`src/rtl/neuron_feeder.sv`:
```
// Time-multiplexes one streaming neuron across a layer: reads pixels, weights and biases, then writes one result per neuron.
// Optional bias path: define FEEDER_BIAS_EN to read per-neuron biases; otherwise the bias is tied to zero.
module neuron_feeder #(
  parameter int unsigned DATA_WIDTH  = 16,
  parameter int unsigned OUT_WIDTH   = 16,
  parameter int unsigned NUM_INPUTS  = 784,
  parameter int unsigned NUM_NEURONS = 10,
  localparam int unsigned PIX_AW = $clog2(NUM_INPUTS),
  localparam int unsigned WT_AW  = $clog2(NUM_INPUTS * NUM_NEURONS),
  localparam int unsigned N_AW   = (NUM_NEURONS > 1) ? $clog2(NUM_NEURONS) : 1
) (
  input  logic                  clk,
  input  logic                  rst,
  input  logic                  start,
  input  logic                  hold,
  output logic                  busy,
  output logic                  done,
  output logic [PIX_AW-1:0]     pix_addr,
  input  logic [DATA_WIDTH-1:0] pix_data,
  output logic [WT_AW-1:0]      wt_addr,
  input  logic [DATA_WIDTH-1:0] wt_data,
  output logic [N_AW-1:0]       bias_addr,
  input  logic [DATA_WIDTH-1:0] bias_data,
  output logic [DATA_WIDTH-1:0] nrn_data_in,
  output logic [DATA_WIDTH-1:0] nrn_weight_in,
  output logic [DATA_WIDTH-1:0] nrn_bias_in,
  output logic                  nrn_input_valid,
  input  logic [OUT_WIDTH-1:0]  nrn_data_out,
  input  logic                  nrn_out_valid,
  output logic                  res_we,
  output logic [N_AW-1:0]       res_addr,
  output logic [OUT_WIDTH-1:0]  res_data
);

  typedef enum logic [1:0] {S_IDLE, S_STREAM, S_WAIT, S_DONE} state_e;

  localparam logic [PIX_AW-1:0] K_LAST = PIX_AW'(NUM_INPUTS - 1);
  localparam logic [N_AW-1:0]   N_LAST = N_AW'(NUM_NEURONS - 1);

  state_e                state_q;
  logic [PIX_AW-1:0]     k_q;
  logic [N_AW-1:0]       n_q;
  logic                  issue_q;
  logic                  valid_q;
  logic                  busy_q;
  logic                  done_q;
  logic                  res_we_q;
  logic [PIX_AW-1:0]     pix_addr_q;
  logic [WT_AW-1:0]      wt_addr_q;
  logic [N_AW-1:0]       bias_addr_q;
  logic [N_AW-1:0]       res_addr_q;
  logic [OUT_WIDTH-1:0]  res_data_q;
  logic [N_AW-1:0]       bias_n_c;

`ifdef FEEDER_BIAS_EN
  assign bias_n_c    = n_q;
  assign nrn_bias_in = bias_data;
`else
  logic unused_bias_c;
  assign unused_bias_c = ^bias_data;
  assign bias_n_c      = '0;
  assign nrn_bias_in   = '0;
`endif

  // Beat 0 of the first neuron issues on the accepting edge; later neurons restart from k=0 in STREAM.
  always_ff @(posedge clk or posedge rst) begin
    if (rst) begin
      state_q     <= S_IDLE;
      k_q         <= '0;
      n_q         <= '0;
      issue_q     <= 1'b0;
      valid_q     <= 1'b0;
      busy_q      <= 1'b0;
      done_q      <= 1'b0;
      res_we_q    <= 1'b0;
      pix_addr_q  <= '0;
      wt_addr_q   <= '0;
      bias_addr_q <= '0;
      res_addr_q  <= '0;
      res_data_q  <= '0;
    end else begin
      issue_q  <= 1'b0;
      valid_q  <= issue_q;
      done_q   <= 1'b0;
      res_we_q <= 1'b0;
      case (state_q)
        S_IDLE: begin
          if (start) begin
            state_q     <= S_STREAM;
            busy_q      <= 1'b1;
            n_q         <= '0;
            k_q         <= PIX_AW'(1);
            issue_q     <= 1'b1;
            pix_addr_q  <= '0;
            wt_addr_q   <= '0;
            bias_addr_q <= '0;
          end
        end
        S_STREAM: begin
          if (!hold) begin
            issue_q     <= 1'b1;
            pix_addr_q  <= k_q;
            wt_addr_q   <= wt_addr_q + WT_AW'(1);
            bias_addr_q <= bias_n_c;
            k_q         <= k_q + PIX_AW'(1);
            if (k_q == K_LAST) state_q <= S_WAIT;
          end
        end
        S_WAIT: begin
          if (nrn_out_valid) begin
            res_we_q   <= 1'b1;
            res_addr_q <= n_q;
            res_data_q <= nrn_data_out;
            if (n_q == N_LAST) begin
              state_q <= S_DONE;
            end else begin
              n_q     <= n_q + N_AW'(1);
              k_q     <= '0;
              state_q <= S_STREAM;
            end
          end
        end
        S_DONE: begin
          done_q  <= 1'b1;
          busy_q  <= 1'b0;
          state_q <= S_IDLE;
        end
        default: state_q <= S_IDLE;
      endcase
    end
  end

  assign busy            = busy_q;
  assign done            = done_q;
  assign pix_addr        = pix_addr_q;
  assign wt_addr         = wt_addr_q;
  assign bias_addr       = bias_addr_q;
  assign nrn_data_in     = pix_data;
  assign nrn_weight_in   = wt_data;
  assign nrn_input_valid = valid_q;
  assign res_we          = res_we_q;
  assign res_addr        = res_addr_q;
  assign res_data        = res_data_q;

endmodule

```
`config.mk`:
```
export PLATFORM = sky130hd
export DESIGN_NAME = neuron_feeder
export DESIGN_NICKNAME = d
export VERILOG_FILES = /design/src/rtl/neuron_feeder.sv
export SDC_FILE = /design/constraint.sdc
export NUM_CORES = 1
export LEC_CHECK = 0
export BUFFER_PORTS_ARGS = -buffer_cell sky130_fd_sc_hd__buf_2
export CAP_MARGIN = 20
export CORE_AREA = 3 3 121 76
export DETAILED_ROUTE_END_ITERATION = 8
export DIE_AREA = 0 0 124 79
export GPL_TIMING_DRIVEN = 1
export PLACE_DENSITY = 0.76
export RECOVER_POWER = 100
export SLEW_MARGIN = 20
export SYNTH_ARGS = -nofsm -noshare
export SYNTH_HDL_FRONTEND = slang
export SYNTH_SLANG_ARGS = --single-unit
```
`constraint.sdc`:
```
create_clock -name clk -period 1.7 [get_ports clk]
set_input_delay 0.17 -clock clk [delete_from_list [all_inputs] [get_ports clk]]
set_output_delay 0.17 -clock clk [all_outputs]
set_load 0.005 [all_outputs]
```
==> impl_metrics.ini <==
[status]
status = complete, but fails checks
violations = setup timing

[global_routing]
grt_pass1_vias = 2666
use_met3_pct = 6.76
met1_usage_pct = 23.3
grt_pass1_wl_microns = 13300
busiest_layer = met2
use_met2_pct = 25.9
track_usage_pct = 17.4
gr-total-overflow = 0
antenna_found_initial = 0
grt_max_degree = 31

[logic_synthesis]
synth_edf_count = 0
syn_area_sq_mm = 0.00341
synth_most_common_cell = dfrtp_1
syn_inst = 316
ys_top_cells_by_area = dfrtp_1 (47%), buf_4 (12%), mux2_2 (6.9%)
synth_top_area_share_pct = 46.9
yosysSeqAreaShare_pct = 46.9
syn_area_per_cell_sq_um = 10.8
yosysWarnings = 0
synthArstFlopShare_pct = 100
synth_cell_types = 48
synthFlopType = dfrtp_1
synthTopCellsByCount = dfrtp_1 (64), buf_4 (53), mux2_2 (21)
synth-seq-cells = 64
synth_top_cell_by_area = dfrtp_1

[flow_run]
maxCapViolCount = 0

[pwr]
pwr-share-comb_pct = 42.3
ir_drop_mv = 0.741
leakagePower_uw = 0.00219
p_int_uw = 4500
power_density_mw_per_mm2 = 1550
netSwitchingFraction_pct = 33.9
sequentialPowerShare_pct = 30.8
power.share.clock_pct = 26.9
p_switching_uw = 2310
power.total_uw = 6810

[floorplanning]
die_h_microns = 79
ios = 168
start_util_pct = 42.6
die_area_sq_mm = 0.00980
die-width_microns = 124
fp-row-count = 25
design.core.area_sq_mm = 0.00801

[timing]
grt_setup_unrepaired = yes
holdWs_ns = 0.0692
fmax_mhz = 545
tightest_slew_ns = 1.11
setup_viol = 26
setup_ws_ns = -0.134
fin_crit_sh_pct = 108
slew_violations = 0
slew_headroom_pct = 25.6
tns_ns = -2.42
post-route-min-period_ns = 1.83
fin_skew_ns = 0.00518
hold_violations = 0

[final_layout]
fin_nets = 471
syn2layout_area_growth_pct = 28.8
antennaDiodeCount = 0
final_area_sq_mm = 0.00440
drive_above_1_share_pct = 38.8
final_util_pct = 54.9

[drt]
routed_via_density = 5.26
drtPass1Iterations = 4
ant_nets = 0
wl_microns = 8280
vias = 2665
drt_iter0_markers = 134
remaining_drc_errors = 0
post_drt_wl_per_cell_microns = 16.3

[hold_path]
min_path_type = input port to flip-flop
hold_depth = 2
holdCritStartpoint = nrn_data_out[14]

[clock_tree]
clock-root-buffer = clkbuf_16
path_clk_slew_ns = 0.06
cts_tree = yes
clk-insertion-delay-late_ns = 0.33
htreeDepth = 3
numCtsBuffers = 9
clock-sinks = 64
clk_path_buf_depth = 2

[worst_setup_path]
r2r-start = state_q[0]
worstPathRequired_ns = 1.94
crit_start = state_q[0]
r2r_cells = 7
cp_max_fo = 6
cp-end-kind = flip-flop
arrival_ns = 2.07
critPathKind = flip-flop to flip-flop
cp-start-kind = flip-flop

[placement]
place_area_sq_mm = 0.00382
gp_congestion = 0.840
io_buffers = 67
dpl.hpwl_microns = 5460
-- cell type report --
class / count / area, sq um
Inverter: 7 / 27.5
Fill cell: 716 / 3610
Multi-Input combinational cell: 198 / 1640
Sequential cell: 64 / 1600
Tap cell: 108 / 135
Timing Repair Buffer: 114 / 692
Clock buffer: 11 / 243
Clock inverter: 5 / 56.3
-- final timing paths --
check	slack [ns]	endpoint
max	-0.13	k_q[8]
min	0.07	res_data[14]
max reg2reg	-0.13	k_q[8]
min reg2reg	0.36	nrn_input_valid
max in group asynchronous	0.21	k_q[1]
min in group asynchronous	0.58	issue_q
-- power groups by stage --
stage               combinational (uW)  sequential [uW]  clock (uW)
global route                      3160             2150        1940
CTS                               2610             2080        1880
floorplan                         1360             2150           0
global placement                  2210             2080           0
detailed placement                2290             2100           0
finish                            2880             2100        1830
-- logic make-up (layout without fill, tap and decap cells) --
| family | Yosys count | after routing | share of synthesized area (%) |
|---|---|---|---|
| AND/OR/NAND/NOR | 82 | 82 | 14.7 |
| other | 1 | 20 | 0.110 |
| buffers and inverters | 73 | 137 | 14.2 |
| AO/OA/AOI/OAI | 61 | 61 | 12.5 |
| XOR/XNOR | 3 | 3 | 0.770 |
| multiplexers | 24 | 24 | 7.84 |
| flip-flops | 64 | 64 | 46.9 |
| adder cells (fa/ha/maj) | 8 | 8 | 2.93 |
-- state kept, by name (all words and copies together) (netlist names) --
register	count
nrn_input_valid	1
wt_addr	13
res_data	16
done	1
pix_addr	10
issue_q	1
k_q	10
n_q	4
res_we	1
state_q	2
res_addr	4
busy	1
-- cell usage in the layout (no fill, tap or decap), types with 5 or more instances in the layout --
cell | netlist | final
a22o_1 | 15 | 15
buf_4 | 53 | 33
conb_1 | 1 | 20
buf_2 | 3 | 38
o31ai_2 | 0 | 6
o21ai_0 | 8 | 6
nor2_1 | 10 | 9
dfrtp_1 | 64 | 64
nand4_1 | 5 | 5
nand2_1 | 13 | 11
ha_1 | 8 | 5
nand3_1 | 11 | 9
clkbuf_1 | 7 | 32
and3_1 | 7 | 7
a21oi_1 | 10 | 8
clkbuf_16 | 0 | 9
o31ai_1 | 19 | 12
mux2_4 | 0 | 19
-- worst max-delay path: stages (launching register included) --
cell and delay [ns]:
dfrtp_1 0.41, inv_2 0.06, buf_6 0.12, ha_4 0.17, nand4b_1 0.12, nand2b_1 0.16, or3_4 0.49, o31ai_2 0.20
-- layer usage --
metal	wire [microns]	share of wire, %
met1	3830	46
met2	3770	45
met3	543	6.6
met4	135	1.6
met5	0	0
-- metrics by stage --
stage | setup slack (ns) | std cells
floorplan | -0.0449 | 335
global placement | -0.151 | 482
detailed placement | -0.261 | 482
CTS | -0.113 | 507
global route | -0.236 | 507
finish | -0.134 | 507
-- timing repair --
action | 4_1_cts | 5_1_grt
buffers inserted | 7 | 3
setup endpoints to repair | 50 | 35
hold buffers | 1 | 0
hold endpoints to repair | 24 | 0
pin swaps | 6 | 6
gates cloned | 2 | 0
gates resized for setup | 22 | 48
Note: power is estimated with default switching activity, not from simulation.
